$ cat src/rtl/t2mi_pkg.sv
// Shared definitions for the T2-MI packet parser: packet types, header length,
// CRC-32/MPEG-2 constants, FSM encoding and a saturating counter helper.
package t2mi_pkg;

  localparam logic [7:0] T2MI_TYPE_BBF        = 8'h00;
  localparam logic [7:0] T2MI_TYPE_AUX_IQ     = 8'h01;
  localparam logic [7:0] T2MI_TYPE_L1_CURRENT = 8'h10;
  localparam logic [7:0] T2MI_TYPE_TIMESTAMP  = 8'h20;

  localparam int          T2MI_HDR_LEN = 6;
  localparam logic [31:0] CRC_POLY     = 32'h04C1_1DB7;
  localparam logic [31:0] CRC_INIT     = 32'hFFFF_FFFF;

  typedef enum logic [2:0] {
    ST_IDLE    = 3'd0,
    ST_HEADER  = 3'd1,
    ST_PAYLOAD = 3'd2,
    ST_CRC     = 3'd3,
    ST_END     = 3'd4
  } t2mi_state_e;

  function automatic logic [15:0] sat_inc16(input logic [15:0] v);
    return (v == 16'hFFFF) ? v : v + 16'd1;
  endfunction

endpackage

$ cat src/rtl/crc32_mpeg2_byte.sv
// Combinational CRC-32/MPEG-2 update: advances the CRC register by one byte,
// MSB first, no reflection.
module crc32_mpeg2_byte
  import t2mi_pkg::*;
(
  input  logic [31:0] i_crc,
  input  logic [7:0]  i_data,
  output logic [31:0] o_crc
);

  logic [31:0] w_c;

  always_comb begin
    w_c = i_crc;
    for (int b = 7; b >= 0; b--) begin
      if (w_c[31] ^ i_data[b]) w_c = {w_c[30:0], 1'b0} ^ CRC_POLY;
      else                     w_c = {w_c[30:0], 1'b0};
    end
    o_crc = w_c;
  end

endmodule

$ cat src/rtl/t2mi_packet_parser.sv
// T2-MI packet parser: frames the byte stream on sync, captures the 6-byte header,
// streams the payload out, checks CRC-32/MPEG-2 and the continuity counter.
module t2mi_packet_parser
  import t2mi_pkg::*;
#(
  parameter int MAX_PAYLOAD_BYTES = 4096
) (
  input  logic        clk,
  input  logic        rst_n,
  input  logic [7:0]  t2mi_data,
  input  logic        t2mi_valid,
  input  logic        t2mi_sync,
  output logic        packet_start,
  output logic [7:0]  packet_type,
  output logic        packet_valid,
  output logic [7:0]  packet_data,
  output logic        packet_end,
  output logic [3:0]  superframe_idx,
  output logic        crc_error,
  output logic        length_error,
  output logic        framing_error,
  output logic        cc_error,
  output logic [15:0] pkt_ok_cnt,
  output logic [15:0] crc_err_cnt
);

  localparam logic [31:0] LP_MAX = 32'(MAX_PAYLOAD_BYTES);

  t2mi_state_e r_state, w_state_nxt;

  logic        w_sof, w_new_hdr, w_frm_err, w_hdr_last;
  logic        w_pay_byte, w_crc_byte, w_crc_last, w_crc_en;
  logic [2:0]  r_hdr_cnt;
  logic [7:0]  r_type, r_pkt_cnt, r_len_hi, r_cc_prev;
  logic [3:0]  r_sf;
  logic        r_cc_valid;
  logic [16:0] r_remain;
  logic [1:0]  r_crc_cnt;
  logic [31:0] r_crc, w_crc_seed, w_crc_nxt;
  logic [15:0] w_len;
  logic [16:0] w_nbytes;
  logic        w_too_long;

  assign w_sof      = t2mi_valid & t2mi_sync;
  assign w_len      = {r_len_hi, t2mi_data};
  // 17-bit sum so payload_len = 0xFFFF still rounds up without wrapping
  assign w_nbytes   = ({1'b0, w_len} + 17'd7) >> 3;
  assign w_too_long = 32'(w_nbytes) > LP_MAX;
  assign w_crc_seed = w_new_hdr ? CRC_INIT : r_crc;

  crc32_mpeg2_byte u_crc (
    .i_crc  (w_crc_seed),
    .i_data (t2mi_data),
    .o_crc  (w_crc_nxt)
  );

  always_ff @(posedge clk or negedge rst_n) begin
    if (!rst_n) r_state <= ST_IDLE;
    else        r_state <= w_state_nxt;
  end

  always_comb begin
    w_state_nxt = r_state;
    w_new_hdr   = 1'b0;
    w_frm_err   = 1'b0;
    w_hdr_last  = 1'b0;
    w_pay_byte  = 1'b0;
    w_crc_byte  = 1'b0;
    w_crc_last  = 1'b0;
    w_crc_en    = 1'b0;
    unique case (r_state)
      ST_IDLE, ST_END: begin
        w_state_nxt = ST_IDLE;
        if (w_sof) begin
          w_new_hdr   = 1'b1;
          w_crc_en    = 1'b1;
          w_state_nxt = ST_HEADER;
        end
      end
      ST_HEADER, ST_PAYLOAD, ST_CRC: begin
        if (w_sof) begin
          w_new_hdr   = 1'b1;
          w_frm_err   = 1'b1;
          w_crc_en    = 1'b1;
          w_state_nxt = ST_HEADER;
        end else if (t2mi_valid) begin
          w_crc_en = 1'b1;
          case (r_state)
            ST_HEADER: begin
              if (r_hdr_cnt == 3'(T2MI_HDR_LEN - 1)) begin
                w_hdr_last = 1'b1;
                if (w_too_long)             w_state_nxt = ST_IDLE;
                else if (w_nbytes == 17'd0) w_state_nxt = ST_CRC;
                else                        w_state_nxt = ST_PAYLOAD;
              end
            end
            ST_PAYLOAD: begin
              w_pay_byte = 1'b1;
              if (r_remain == 17'd1) w_state_nxt = ST_CRC;
            end
            default: begin
              w_crc_byte = 1'b1;
              if (r_crc_cnt == 2'd3) begin
                w_crc_last  = 1'b1;
                w_state_nxt = ST_END;
              end
            end
          endcase
        end
      end
      default: w_state_nxt = ST_IDLE;
    endcase
  end

  always_ff @(posedge clk or negedge rst_n) begin
    if (!rst_n) begin
      packet_start   <= 1'b0;
      packet_type    <= 8'h00;
      packet_valid   <= 1'b0;
      packet_data    <= 8'h00;
      packet_end     <= 1'b0;
      superframe_idx <= 4'h0;
      crc_error      <= 1'b0;
      length_error   <= 1'b0;
      framing_error  <= 1'b0;
      cc_error       <= 1'b0;
      pkt_ok_cnt     <= 16'h0000;
      crc_err_cnt    <= 16'h0000;
      r_hdr_cnt      <= 3'd0;
      r_type         <= 8'h00;
      r_pkt_cnt      <= 8'h00;
      r_len_hi       <= 8'h00;
      r_sf           <= 4'h0;
      r_cc_prev      <= 8'h00;
      r_cc_valid     <= 1'b0;
      r_remain       <= 17'd0;
      r_crc_cnt      <= 2'd0;
      r_crc          <= 32'h0000_0000;
    end else begin
      packet_start  <= 1'b0;
      packet_valid  <= 1'b0;
      packet_end    <= 1'b0;
      crc_error     <= 1'b0;
      length_error  <= 1'b0;
      framing_error <= 1'b0;
      cc_error      <= 1'b0;

      if (w_crc_en) r_crc <= w_crc_nxt;

      if (w_new_hdr) begin
        r_hdr_cnt <= 3'd1;
        r_type    <= t2mi_data;
      end else if (r_state == ST_HEADER && t2mi_valid) begin
        r_hdr_cnt <= r_hdr_cnt + 3'd1;
        case (r_hdr_cnt)
          3'd1:    r_pkt_cnt <= t2mi_data;
          3'd2:    r_sf      <= t2mi_data[7:4];
          3'd4:    r_len_hi  <= t2mi_data;
          default: ;
        endcase
      end

      if (w_frm_err) begin
        framing_error <= 1'b1;
        r_cc_valid    <= 1'b0;
      end

      if (w_hdr_last) begin
        if (w_too_long) begin
          length_error <= 1'b1;
          r_cc_valid   <= 1'b0;
        end else begin
          packet_start   <= 1'b1;
          packet_type    <= r_type;
          superframe_idx <= r_sf;
          cc_error       <= r_cc_valid && (r_pkt_cnt != r_cc_prev + 8'd1);
          r_remain       <= w_nbytes;
          r_crc_cnt      <= 2'd0;
        end
      end

      if (w_pay_byte) begin
        packet_valid <= 1'b1;
        packet_data  <= t2mi_data;
        r_remain     <= r_remain - 17'd1;
      end

      if (w_crc_byte) r_crc_cnt <= r_crc_cnt + 2'd1;

      // residue after the 4 appended CRC bytes is zero for an intact packet
      if (w_crc_last) begin
        if (w_crc_nxt == 32'h0000_0000) begin
          packet_end <= 1'b1;
          pkt_ok_cnt <= sat_inc16(pkt_ok_cnt);
          r_cc_prev  <= r_pkt_cnt;
          r_cc_valid <= 1'b1;
        end else begin
          crc_error   <= 1'b1;
          crc_err_cnt <= sat_inc16(crc_err_cnt);
        end
      end
    end
  end

endmodule

$ cat config.mk
export PLATFORM = sky130hd
export DESIGN_NAME = t2mi_packet_parser
export DESIGN_NICKNAME = d
export VERILOG_FILES = /design/src/rtl/t2mi_pkg.sv /design/src/rtl/crc32_mpeg2_byte.sv /design/src/rtl/t2mi_packet_parser.sv
export SDC_FILE = /design/constraint.sdc
export NUM_CORES = 1
export LEC_CHECK = 0
export ABC_AREA = 1
export BUFFER_PORTS_ARGS = -buffer_cell sky130_fd_sc_hd__clkbuf_2
export CAP_MARGIN = 5
export CORE_MARGIN = 3
export CORE_UTILIZATION = 41
export DETAILED_ROUTE_END_ITERATION = 16
export GPL_TIMING_DRIVEN = 0
export PLACE_DENSITY_LB_ADDON = 0.15
export SKIP_CTS_REPAIR_TIMING = 1
export SYNTH_ARGS = -nofsm -noshare
export SYNTH_HDL_FRONTEND = slang
export SYNTH_HIERARCHICAL = 1
export SYNTH_SLANG_ARGS = --single-unit
$ cat constraint.sdc
create_clock -name clk -period 6.1 [get_ports clk]
set_clock_uncertainty 0.05 [all_clocks]
set_input_delay 0.305 -clock clk [delete_from_list [all_inputs] [get_ports clk]]
set_output_delay 0.305 -clock clk [all_outputs]
set_load 0.02 [all_outputs]
### Word level (Yosys, flattened, before mapping)

Index checks and enable logic that the tools add are counted.

* memories kept: 0
* input bits: 12
* memory bits (read-only): 0
* bits in registers: 153
* bits in latches: 0
* word-level logic and storage cells: 162
* memory bits (writable): 0

* $add $sub $neg: 7
* bitwise gates (word level): 22
* multiplexer cells: 68
* equal/unequal tests: 19
* div/mod/pow operators: 0
* shifts and indexed selects: 0
* magnitude comparators: 1
* reduce and logical (&&, ||, !) cells: 22
* multiply operators: 0

Operators by type and width (count)
* $mux 27: 8
* $not 14->14: 8
* $mux 17: 3
* $mux 1: 42
* $add 16x1->16 const B: 2
* $eq 16x16->1 const B: 2
* $logic_not 32->1: 1
* $mux 32: 1
* $mux 3: 7
* $add 16x3->17 const B: 1
* $eq 17x1->1 const B: 1
* $logic_not 17->1: 1
* $sub 17x1->17 const B: 1
* $reduce_and 3->1: 5
* $gt 14x13->1 const B: 1
* $pmux 3 s2: 2
* $eq 3x2->1 const B: 3
* $eq 3x3->1 const B: 3
* $add 8x1->8 const B: 1
* $mux 2: 4
* $ne 4x4->1 const B: 2
* $ne 8x8->1: 1
* $reduce_and 2->1: 4
* $xor 1x1->1: 8
* other kinds (17): 27

### Depth between registers and ports, before layout

Gate-level depths: netlist of the first run.

* depth in word-level cells: 23
* depth in mapped cells: 25
* mapped depth without buffers: 24

### Hierarchy

Netlist of the first run, hierarchy kept.

Modules (own cells, without submodules)
* t2mi_packet_parser: area an instance 7973.9 um^2, cells each 1001, times used 1
* crc32_mpeg2_byte: area an instance 1237.4 um^2, cells each 214, times used 1

### Worst setup path before layout of the first run

OpenSTA, ideal clock, no wires.

* path type: flip-flop to flip-flop
* start point: register r_state[0]
* end point: register pkt_ok_cnt[5]
* slack: 2670 ps
* arrival: 3262 ps
* stages on the path, launching flop included: 24
* buffers on the path: 2
* required time: 5933 ps
* cells stage by stage: dfrtp_1 -> nor2_2 -> nor2_4 -> o21ai_2 -> clkbuf_1 -> nand2_1 -> inv_2 -> nand2_2 -> nand2_4 -> nand2_2 -> nand2_4 -> inv_2 -> nand2_2 -> nand2_2 -> xor2_1 -> nor4_1 -> nand4_1 -> nor2_1 -> nand2_1 -> buf_2 -> a21oi_2 -> nand2_1 -> nand2_1 -> nand2_1

RTL lines
* from (decl): line t2mi_packet_parser.sv:29 `t2mi_state_e r_state, w_state_nxt;`
* from (signal assigned): line t2mi_packet_parser.sv:59 `else r_state <= w_state_nxt;`
* $eq 3x1->1, or another cell as far along: line t2mi_packet_parser.sv:71 `unique case (r_state)`
* $reduce_or 5->1 (no line) *
* $mux 1 *
* $mux 32 *: line t2mi_packet_parser.sv:49 `assign w_crc_seed = w_new_hdr ? CRC_INIT : r_crc;`
* net w_crc_seed[30]: line t2mi_packet_parser.sv:39 `logic [31:0] r_crc, w_crc_seed, w_crc_nxt;`
* $xor 1x1->1 *: line crc32_mpeg2_byte.sv:16 `if (w_c[31] ^ i_data[b]) w_c = {w_c[30:0], 1'b0} ^ CRC_POLY;`
* $mux 27 *: line crc32_mpeg2_byte.sv:16
* $xor 1x1->1 *: line crc32_mpeg2_byte.sv:16
* $mux 27 *: line crc32_mpeg2_byte.sv:16
* net w_crc_nxt[0]: line t2mi_packet_parser.sv:39
* $logic_not 32->1 *: line t2mi_packet_parser.sv:192 `if (w_crc_nxt == 32'h0000_0000) begin`
* $reduce_and 3->1 (no line) *
* to (signal assigned): line t2mi_packet_parser.sv:194 `pkt_ok_cnt <= sat_inc16(pkt_ok_cnt);`
* to (decl): line t2mi_packet_parser.sv:23 `output logic [15:0] pkt_ok_cnt,`

Mark *: on every way through the listed nets, which the timed path passes. The rest lies on a longest branch.
A chain may end at the register's enable or synchronous reset.

### Worst setup path in the final report of the first run

* start point: register r_state[0]
* end point: register pkt_ok_cnt[5]

* longest elaborated chain between the ends: 20

RTL lines (line)
* $eq 3x1->1, or another cell as far along: t2mi_packet_parser.sv:71
* $reduce_or 5->1 (no line) *
* $mux 1 *
* $mux 32 *: t2mi_packet_parser.sv:49
* net w_crc_seed[31]: t2mi_packet_parser.sv:39
* $xor 1x1->1 *: crc32_mpeg2_byte.sv:16
* $mux 27 *: crc32_mpeg2_byte.sv:16
* $mux 27: crc32_mpeg2_byte.sv:16
* [... 6 more ...]
* $mux 27: crc32_mpeg2_byte.sv:16
* $not 14->14 (no line)
* $mux 27 *: crc32_mpeg2_byte.sv:16
* $not 14->14 (no line)
* $mux 27 *: crc32_mpeg2_byte.sv:16
* net w_crc_nxt[12]: t2mi_packet_parser.sv:39
* $logic_not 32->1 *: t2mi_packet_parser.sv:192
* $reduce_and 3->1 (no line) *

Marks and branches as above.

==> impl_metrics.csv, run 1 <==
group,metric,value,unit
run_status,status,"finished, final reports clean",
placed_design,numPlacedInstances,1566,
pwr,leakage,5.49,nW
detailed_routing,first_iter_violations,529,
worst_setup_path,cp_cell_sequence,"nor2_2 > nor2_4 > o21ai_2 > clkbuf_1 > nand2_1 > inv_2 > nand2_2 > nand2_4 > nand2_4 > nand2_8 > nand2_1 > nand2_2 > nand2_2 > nand3_1 > nand2_1 > nor4_1 > nand4_1 > nor2_1 > nand2_1 > buf_2 > a21oi_2 > nand2_1 > nand2_1 > nand2_1",
placed_design,place_congestion,0.901,
timing,max_freq,215,MHz
placed_design,place_hpwl,16.8,mm
placed_design,port_buffers,70,
die,core,22000,µm²
worst_setup_path,crit_fanout,10,
clock_tree,cts_buffer_depth,2,
clock_tree,clkTransAtPathRegs,0.08,ns
timing,period_needed,4.65,ns
worst_setup_path,crit_arrival,4.94,ns
die,start_util,41.9,%
timing,rsz0062_at_grt,"no",
worst_setup_path,path_common_cell,"nand2_1",
yosys,synth_edf_count,0,
worst_setup_path,cpMaxStageDelayCell,"clkbuf_1",
grt,antenna_found_initial,0,
worst_setup_path,critPathTopFamily,"simple AND/OR/NAND/NOR gates",
min_path,min_path_type,"primary input to flop",
clock_tree,worstSkewPairLatency,0.44,ns
layout,num_antenna_cells,0,
layout,nets,1328,
clock_tree,clkSinkCount,153,
yosys,synthDistinctLibCells,50,
yosys,ys_seq_area_share,41.6,%
yosys,ys_ff_latch,153,
yosys,synth.avg_cell_area,7.58,µm²
yosys,synth-async-reset-ratio,100,%
worst_setup_path,slowest_delay,0.47,ns
yosys,syn_inst,1215,
clock_tree,htreeDepth,4,
layout,drive_gt1_share,15.4,%
timing,final.setup.tns,0,ns
layout,areaGrowthSynthToFinish,14.8,%
yosys,syn_area,9210,µm²
detailed_routing,remaining_drc_errors,0,
timing,finalWorstSetupSlack,1.45,ns
timing,fin_crit_sh,76.2,%
timing,relSlewSlack,45.9,%
clock_tree,cts_made_buffers,17,
detailed_routing,first_pass_iters,5,
die,design.die.area,24300,µm²
die,dieWidth,156,µm
placed_design,dp_slack,1.38,ns
timing,worstMarginPinSlew,0.806,ns
yosys,synthFlopType,"dfrtp_1",
worst_setup_path,criticalPathCategory,"flop to flop",
detailed_routing,avgViaCountPerCell,4.93,
worst_setup_path,endpoint_kind,"flop",
pwr,ir_drop,0.242,mV
grt,grtUsageTotal,19.7,%
clock_tree,ctsRootBufferMaster,"clkbuf_16",
flow_run,drv_cap,0,
detailed_routing,antenna_left,0,
die,num_rows,54,
timing,maxSlewViolCount,0,
detailed_routing,drt_wl_total,22.7,mm
grt,grt_pass1_wl,38.7,mm
worst_setup_path,worstPathRequired,6.39,ns
worst_setup_path,crit_buf_inv,3,
yosys,synth.net_count,1237,
pwr,p_per_area,441,nW/µm²
timing,whs,0.169,ns
detailed_routing,routedWlPerCell,14.2,µm
layout,final_cells,1599,
yosys,ys_warn_count,6,
grt,first_global_vias,7529,
grt,grt_max_degree,106,
grt,overflow,0,
worst_setup_path,startpoint_type,"flop",
die,die_h,156,µm
timing,final-hold-violation-count,0,
timing,setup_viol,0,
detailed_routing,vias,7886,
die,ios,71,
clock_tree,tritoncts,"done",
==> layout make-up <==
cell class,instances,area (µm²)
fillers,2190,11400
multi-input cells,884,4640
flip-flops and latches,153,3830
inverters,149,568
clock buffers,17,425
repair buffers,72,397
well taps,280,350
clock inverters,15,193
plain buffers,29,170
==> through the flow <==
stage	total power [W]	instance area (µm²)	util (%)
after floorplan	0.00307	9210	-
after global placement	0.00357	9910	45.1
after detailed placement	0.00359	9950	45.3
after CTS	0.00469	10600	48.1
after global routing	0.00507	10600	48.2
final	0.00466	10600	48.2
==> final timing paths <==
kind / start / end / slack [ns] / depth (start not counted)
min: t2mi_valid / framing_error$_DFF_PN0_ / 0.17 / 3
max in group asynchronous: rst_n / r_state[1]$_DFFE_PN0P_ / 4.78 / 3
min in group asynchronous: rst_n / packet_type[4]$_DFFE_PN0P_ / 0.33 / 2
max: r_state[0]$_DFFE_PN0P_ / pkt_ok_cnt[5]$_DFFE_PN0P_ / 1.45 / 24
min reg2reg: r_sf[0]$_DFFE_PN0P_ / superframe_idx[0]$_DFFE_PN0P_ / 0.43 / 2
max reg2reg: r_state[0]$_DFFE_PN0P_ / pkt_ok_cnt[5]$_DFFE_PN0P_ / 1.45 / 24
==> where the power goes <==
part | internal (W) | total, W | switching [W]
Sequential | 0.00129 | 0.00146 | 0.000170
Clock | 0.000560 | 0.00108 | 0.000521
Combinational | 0.000722 | 0.00212 | 0.00140
Total | 0.00257 | 0.00466 | 0.00209
==> sequential cells by signal (all words and copies together) (netlist names), 8 cells and up <==
register	count
pkt_ok_cnt	16
packet_type	8
packet_data	8
r_len_hi	8
r_cc_prev	8
r_type	8
r_remain	17
r_crc	32
r_pkt_cnt	8
crc_err_cnt	16
==> synthesized netlist by cell type (12+ instances only) <==
cell      instances  share of area [%]
clkbuf_1         15               0.61
inv_1           133                5.4
nor2_1           45                1.8
nand4_1          17                1.2
inv_2            12               0.49
nor4_1           14               0.95
nand2_2          31                2.1
nand3_1          90                4.9
xnor2_1          23                2.2
o21ai_0          96                5.2
xor2_1           68                6.5
nand2_1         404                 16
nor3_1           20                1.1
dfrtp_1         153                 42
==> cell families (layout without fill, tap and decap cells) <==
logic type               count (synthesis)  count (layout)  share of synthesized area (%)
adder cells (fa/ha/maj)                 10              10                           1.36
buffers and inverters                  178             282                           8.01
AO/OA/AOI/OAI                          120             120                           6.83
flip-flops                             153             153                           41.6
XOR/XNOR                                97              97                           9.71
AND/OR/NAND/NOR                        657             657                           32.5
==> per-layer routing <==
| metal | global-route usage [%] | up-vias | wire [µm] |
|---|---|---|---|
| met5 | 0 | - | 0 |
| met3 | 2.94 | 22 | 755 |
| met2 | 31.4 | 144 | 10700 |
| li1 | - | 4026 | - |
| met4 | 5.38 | 0 | 313 |
| met1 | 28.0 | 3694 | 11000 |
==> worst reg2reg max path, stage by stage (launching register included) <==
cell      delay (ns)
dfrtp_1         0.42
nor2_2          0.22
nor2_4          0.07
o21ai_2         0.37
clkbuf_1        0.47
nand2_1         0.21
inv_2           0.12
nand2_2         0.07
nand2_4         0.18
nand2_4         0.09
nand2_8         0.13
nand2_1         0.10
nand2_2         0.14
nand2_2         0.07
nand3_1         0.08
nand2_1         0.08
nor4_1          0.27
nand4_1         0.17
nor2_1          0.41
nand2_1         0.13
buf_2           0.23
a21oi_2         0.27
nand2_1         0.08
nand2_1         0.07
nand2_1         0.04
==> cell usage in the layout, fill, tap and decap left out, types with 2 or more instances in the layout <==
cell type | synthesis | layout
a21oi_1 | 10 | 10
buf_2 | 6 | 6
buf_4 | 2 | 2
buf_6 | 4 | 4
clkbuf_1 | 15 | 15
clkbuf_16 | 0 | 17
clkbuf_2 | 0 | 69
clkinv_8 | 0 | 6
dfrtp_1 | 153 | 153
ha_1 | 10 | 10
inv_1 | 133 | 133
inv_2 | 12 | 12
inv_6 | 1 | 3
inv_8 | 0 | 4
nand2_1 | 404 | 404
nand2_2 | 31 | 31
nand2_4 | 11 | 11
nand3_1 | 90 | 90
nand3_2 | 2 | 2
nand4_1 | 17 | 17
nor2_1 | 45 | 45
nor2_2 | 8 | 8
nor2_4 | 3 | 3
nor3_1 | 20 | 20
nor3_2 | 2 | 2
nor4_1 | 14 | 14
o21ai_0 | 96 | 96
o21ai_1 | 7 | 7
xnor2_1 | 23 | 23
xnor2_2 | 4 | 4
xor2_1 | 68 | 68
xor2_2 | 2 | 2
Power figures use the tool's default switching activity.
==> inputs of run 2 (changes only) <==
--- a/config.mk
+++ b/config.mk
@@ -5,7 +5,7 @@
 export SDC_FILE = /design/constraint.sdc
 export NUM_CORES = 1
 export LEC_CHECK = 0
-export ABC_AREA = 1
+export ABC_AREA = 0
 export BUFFER_PORTS_ARGS = -buffer_cell sky130_fd_sc_hd__clkbuf_2
 export CAP_MARGIN = 5
 export CORE_MARGIN = 3
==> constraint.sdc (replaced) <==
create_clock -name clk -period 4.3 [get_ports clk]
set_clock_uncertainty 0.05 [all_clocks]
set_input_delay 0.215 -clock clk [delete_from_list [all_inputs] [get_ports clk]]
set_output_delay 0.215 -clock clk [all_outputs]
set_load 0.02 [all_outputs]
==> impl_metrics.csv, run 2 <==
group,metric,value,unit
yosys,yosys.area.top_type_share,45.7,%
layout,num_antenna_cells,0,
min_path,min_path_type,"primary input to flop",
worst_setup_path,worst-path-stages,15,
layout,final_common_cell,"dfrtp_1",
die,core,19800,µm²
yosys,synthTopCellsByCount,"153 x dfrtp_1, 84 x nand2_1, 70 x mux2_2",
layout,final_area,9860,µm²
detailed_routing,first_iter_violations,286,
pwr,p_per_area,712,nW/µm²
die,ios,71,
worst_setup_path,critPathTopFamily,"simple AND/OR/NAND/NOR gates",
worst_setup_path,criticalPathCategory,"flop to flop",
pwr,ir_drop,0.358,mV
yosys,synthFlopType,"dfrtp_1",
worst_setup_path,crit_buf_inv,5,
timing,fin_crit_sh,95.5,%
timing,setup_viol,0,
layout,areaGrowthSynthToFinish,17.8,%
worst_setup_path,crit_fanout,10,
detailed_routing,first_pass_iters,4,
die,die_h,149,µm
detailed_routing,antenna_left,0,
worst_setup_path,endpoint_kind,"flop",
worst_setup_path,startpoint_type,"flop",
timing,worstMarginPinSlew,1.12,ns
timing,maxSlewViolCount,0,
placed_design,port_buffers,69,
detailed_routing,avgViaCountPerCell,5.25,
clock_tree,ctsRootBufferMaster,"clkbuf_16",
detailed_routing,drt_wl_total,19.5,mm
grt,overflow,0,
layout,largest_register_ffs,32,
worst_setup_path,path_common_cell,"buf_4",
placed_design,place_hpwl,13.9,mm
placed_design,numPlacedInstances,1048,
detailed_routing,remaining_drc_errors,0,
worst_setup_path,slowest_delay,0.43,ns
yosys,syn_inst,713,
yosys,ys_seq_area_share,45.7,%
timing,final.setup.tns,0,ns
timing,relSlewSlack,25.4,%
yosys,ys_ff_latch,153,
placed_design,place_area,9090,µm²
die,dieWidth,149,µm
yosys,syn_area,8380,µm²
worst_setup_path,reg2regPathDepth,15,
worst_setup_path,crit_arrival,4.36,ns
yosys,ys_warn_count,6,
die,num_rows,51,
pwr,leakage,4.64,nW
worst_setup_path,reg2reg_from,"r_state[0]$_DFFE_PN0P_",
detailed_routing,routedWlPerCell,17.8,µm
grt,grt_max_degree,103,
min_path,holdPathStages,3,
timing,period_needed,4.11,ns
grt,first_global_vias,6077,
yosys,synthDistinctLibCells,75,
flow_run,drv_cap,0,
layout,drive_gt1_share,29.3,%
die,start_util,42.3,%
timing,whs,0.157,ns
layout,final_cell_mix,"153 x dfrtp_1, 84 x nand2_1, 70 x mux2_2, 69 x clkbuf_2, 65 x xnor2_1",
clock_tree,clkTransAtPathRegs,0.06,ns
layout,top_regs,"r_crc (32), r_remain (17)",
clock_tree,htreeDepth,4,
die,design.die.area,22200,µm²
timing,max_freq,244,MHz
timing,final-hold-violation-count,0,
run_status,status,"finished, final reports clean",
worst_setup_path,r2r_end,"r_cc_prev[0]$_DFFE_PN0P_",
layout,final_cells,1093,
clock_tree,worstSkewPairLatency,0.42,ns
layout,largest_register,"r_crc",
layout,nets,837,
worst_setup_path,cpMaxStageDelayCell,"xor3_1",
timing,rsz0062_at_grt,"no",
grt,grtUsageTotal,18.4,%
clock_tree,tritoncts,"done",
layout,postLayoutCoreUtil,49.9,%
detailed_routing,vias,5743,
worst_setup_path,cp_cell_sequence,"buf_2 > o21ai_2 > nand3_2 > clkbuf_4 > nand2b_1 > xnor2_4 > buf_12 > xnor3_2 > xor3_1 > nor4_2 > nand4_1 > buf_4 > nor3_4 > buf_4 > mux2_2",
yosys,synth_area_leaders,"dfrtp_1 46%, mux2_2 9.4%, xnor2_1 6.8%, nand2_1 3.8%, xnor2_4 2.6%",
yosys,synth_top_area_cell,"dfrtp_1",
clock_tree,clkSinkCount,153,
clock_tree,cts_made_buffers,17,
yosys,synth.net_count,735,
yosys,synth-async-reset-ratio,100,%
worst_setup_path,r2r_slack,0.19,ns
yosys,synth.avg_cell_area,11.7,µm²
placed_design,place_congestion,0.812,
clock_tree,cts_buffer_depth,2,
worst_setup_path,worstPathRequired,4.55,ns
min_path,min_to,"r_type[0]$_DFFE_PN0P_",
grt,antenna_found_initial,0,
yosys,synth_edf_count,0,
min_path,hp-start,"t2mi_data[0]",
yosys,synth_most_common_cell,"dfrtp_1",
grt,grt_pass1_wl,32.1,mm
[run 2: worst max path at each step]
stage | startpoint | to
final | r_state[0]$_DFFE_PN0P_ | r_cc_prev[0]$_DFFE_PN0P_
after floorplan | r_state[0]$_DFFE_PN0P_ | r_cc_prev[0]$_DFFE_PN0P_
after global routing | r_state[0]$_DFFE_PN0P_ | r_cc_prev[0]$_DFFE_PN0P_
after global placement | r_state[0]$_DFFE_PN0P_ | r_cc_prev[6]$_DFFE_PN0P_
after CTS | r_state[0]$_DFFE_PN0P_ | r_cc_prev[0]$_DFFE_PN0P_
after detailed placement | r_state[0]$_DFFE_PN0P_ | r_cc_prev[0]$_DFFE_PN0P_
[run 2: report_power, final]
part / switching (W) / internal [W] / leakage (nW) / total, W
Sequential: 0.000286 / 0.00186 / 1.99 / 0.00214
Combinational: 0.00151 / 0.00182 / 2.36 / 0.00333
Clock: 0.000669 / 0.000882 / 0.295 / 0.00155
Total: 0.00246 / 0.00456 / 4.64 / 0.00702
[run 2: worst reg2reg max path: stages, from the launching register on]
cell and delay [ns]:
dfrtp_1 0.37, buf_2 0.19, o21ai_2 0.21, nand3_2 0.16
clkbuf_4 0.23, nand2b_1 0.18, xnor2_4 0.15, buf_12 0.15
xnor3_2 0.40, xor3_1 0.43, nor4_2 0.30, nand4_1 0.14
buf_4 0.18, nor3_4 0.26, buf_4 0.24, mux2_2 0.36
[run 2: cell type report]
type	instances	area (µm²)
fillers	1790	9920
multi-input cells	523	4420
flip-flops and latches	153	3830
repair buffers	83	494
clock buffers	17	425
well taps	265	332
clock inverters	15	185
plain buffers	23	126
inverters	14	55.1
[run 2: layer usage]
layer	up-vias	track usage, %	wire (µm)	part of all wire, %
met1	2904	23.9	8590	44
met3	19	5.01	1030	5.3
li1	2702	-	-	-
met5	-	0	0	0
met4	0	6.50	291	1.5
met2	118	29.7	9570	49
[run 2: per-stage QoR]
step	total power, W	setup WS (ns)
floorplan	0.00467	0.553
global route	0.00748	0.0216
CTS	0.00696	-0.456
finish	0.00702	0.194
detailed placement	0.00536	-0.437
global placement	0.00528	-0.315
[run 2: kinds of logic after synthesis]
family	after synthesis	synth area share, %
AOI/OAI and AO/OA	53	4.77
and+or+nand+nor	259	17.0
DFF	153	45.7
buffers and inverters	37	2.08
muxes	83	11.3
adders and majority gates	10	1.49
xor gates and xnor gates	118	17.6
==> inputs of run 3 (changes only) <==
--- a/config.mk
+++ b/config.mk
@@ -8,6 +8,7 @@
 export ABC_AREA = 0
 export BUFFER_PORTS_ARGS = -buffer_cell sky130_fd_sc_hd__clkbuf_2
 export CAP_MARGIN = 5
+export CORE_ASPECT_RATIO = 1.1
 export CORE_MARGIN = 3
 export CORE_UTILIZATION = 41
 export DETAILED_ROUTE_END_ITERATION = 16
==> impl_metrics.csv, run 3 (synthesis gave the netlist of run 2 again) <==
group,metric,value,unit
timing,relSlewSlack,21.8,%
layout,top_regs,"r_crc (32), r_remain (17)",
die,dieWidth,142,µm
timing,final.setup.tns,0,ns
detailed_routing,drt_wl_total,19.2,mm
clock_tree,cts_made_buffers,17,
clock_tree,clkSinkCount,153,
clock_tree,htreeDepth,4,
clock_tree,tritoncts,"done",
timing,period_needed,4.07,ns
clock_tree,ctsRootBufferMaster,"clkbuf_16",
pwr,p_per_area,719,nW/µm²
worst_setup_path,crit_arrival,4.36,ns
timing,whs,0.139,ns
detailed_routing,first_pass_iters,5,
layout,multi_input_area,4440,µm²
layout,fillCellCount,1749,
worst_setup_path,criticalPathCategory,"flop to flop",
timing,setup_viol,0,
grt,grt_max_degree,111,
worst_setup_path,critPathTopFamily,"simple AND/OR/NAND/NOR gates",
layout,final_common_cell,"dfrtp_1",
worst_setup_path,endpoint_kind,"flop",
pwr,ir_drop,0.423,mV
timing,max_freq,246,MHz
detailed_routing,avgViaCountPerCell,5.25,
die,ios,71,
detailed_routing,remaining_drc_errors,0,
grt,grt_pass1_wl,31.0,mm
worst_setup_path,worstPathRequired,4.59,ns
detailed_routing,first_iter_violations,406,
worst_setup_path,cp_cell_sequence,"buf_2 > o21ai_2 > nand3_2 > buf_2 > nand2b_1 > xnor2_4 > buf_12 > buf_4 > xnor2_2 > xnor3_2 > nor4_2 > nand4_1 > nor2_2 > a211oi_2 > and4_1 > buf_2 > nand3_1 > xnor2_1",
worst_setup_path,crit_fanout,10,
detailed_routing,antenna_left,0,
detailed_routing,vias,5650,
worst_setup_path,crit_buf_inv,5,
worst_setup_path,slowest_delay,0.50,ns
clock_tree,cts_buffer_depth,2,
layout,num_antenna_cells,0,
clock_tree,worstSkewPairLatency,0.42,ns
pwr,leakage,4.65,nW
worst_setup_path,path_common_cell,"buf_2",
placed_design,place_congestion,0.859,
layout,drive_gt1_share,29.7,%
placed_design,place_hpwl,13.9,mm
layout,areaGrowthSynthToFinish,17.9,%
timing,final-hold-violation-count,0,
layout,final_area,9870,µm²
die,design.die.area,22200,µm²
grt,overflow,0,
worst_setup_path,startpoint_type,"flop",
placed_design,place_area,9070,µm²
detailed_routing,routedWlPerCell,17.9,µm
timing,fin_crit_sh,94.7,%
grt,antenna_found_initial,0,
layout,nets,834,
layout,final_cell_mix,"153 x dfrtp_1, 84 x nand2_1, 70 x mux2_2, 69 x clkbuf_2, 63 x xnor2_1",
layout,final_cells,1077,
layout,largest_register_ffs,32,
grt,grtUsageTotal,17.7,%
placed_design,port_buffers,69,
placed_design,numPlacedInstances,1035,
flow_run,drv_cap,0,
die,num_rows,54,
die,die_h,156,µm
run_status,status,"finished, final reports clean",
worst_setup_path,cpMaxStageDelayCell,"xnor3_2",
timing,worstMarginPinSlew,1.17,ns
clock_tree,clkTransAtPathRegs,0.07,ns
grt,first_global_vias,5802,
timing,maxSlewViolCount,0,
die,core,19900,µm²
timing,rsz0062_at_grt,"no",
min_path,min_path_type,"primary input to flop",
layout,seq_area,3830,µm²
layout,largest_register,"r_crc",
die,start_util,42.0,%
-- run 3: changes by cell type in the layout (fill, tap and decap cells not counted), sizes merged --
cell	before	now
buf	26	24
clkinvlp	2	1
clkbuf	96	95
inv	21	24
clkinv	4	2
-- run 3: worst paths after layout --
| path | startpoint | endpoint | slack [ns] | cells past startpoint |
|---|---|---|---|---|
| worst max register to register | r_state[0]$_DFFE_PN0P_ | crc_err_cnt[11]$_DFFE_PN0P_ | 0.23 | 18 |
| worst min register to register | packet_data[7]$_DFFE_PN0P_ | packet_data[7]$_DFFE_PN0P_ | 0.43 | 2 |
| max in group asynchronous | rst_n | r_len_hi[2]$_DFFE_PN0P_ | 3.05 | 3 |
| worst max-delay path | r_state[0]$_DFFE_PN0P_ | crc_err_cnt[11]$_DFFE_PN0P_ | 0.23 | 18 |
| worst min-delay path | t2mi_valid | r_state[0]$_DFFE_PN0P_ | 0.14 | 3 |
| min in group asynchronous | rst_n | packet_start$_DFF_PN0_ | 0.24 | 2 |
-- run 3: final cells by class --
cell class	count	area share, %
Buffer	23	1.29
Clock buffer	17	4.31
Multi-Input combinational cell	523	44.9
Sequential cell	153	38.8
Inverter	14	0.558
Clock inverter	15	2.00
Timing Repair Buffer	80	4.91
Tap cell	252	3.19
-- run 3: stage by stage --
| step | util, % | setup slack (ns) | total power, W |
|---|---|---|---|
| finish | 49.5 | 0.228 | 0.00710 |
| CTS | 48.6 | -0.608 | 0.00700 |
| global route | 49.5 | 0.00778 | 0.00751 |
| detailed placement | 45.5 | -0.549 | 0.00537 |
| floorplan | - | 0.553 | 0.00467 |
| global placement | 45.3 | -0.511 | 0.00530 |
-- run 3: worst min-delay path, delay by kind of cell --
kind | cells | cell delay [ns]
compound gates | 2 | 0.20
buf+inv | 1 | 0.15
-- run 3: layer usage --
| layer | wire, µm | global-route usage [%] |
|---|---|---|
| met3 | 835 | 3.86 |
| met5 | 0 | 0 |
| met2 | 9830 | 30.6 |
| met1 | 8340 | 22.4 |
| met4 | 232 | 4.62 |
-- run 3: report_power, final --
group          switching (W)  total [W]  leakage (nW)  internal (W)
clock network       0.000696    0.00159         0.303      0.000893
registers           0.000274    0.00213          1.99       0.00186
logic                0.00154    0.00338          2.36       0.00184
total                0.00252    0.00710          4.65       0.00459
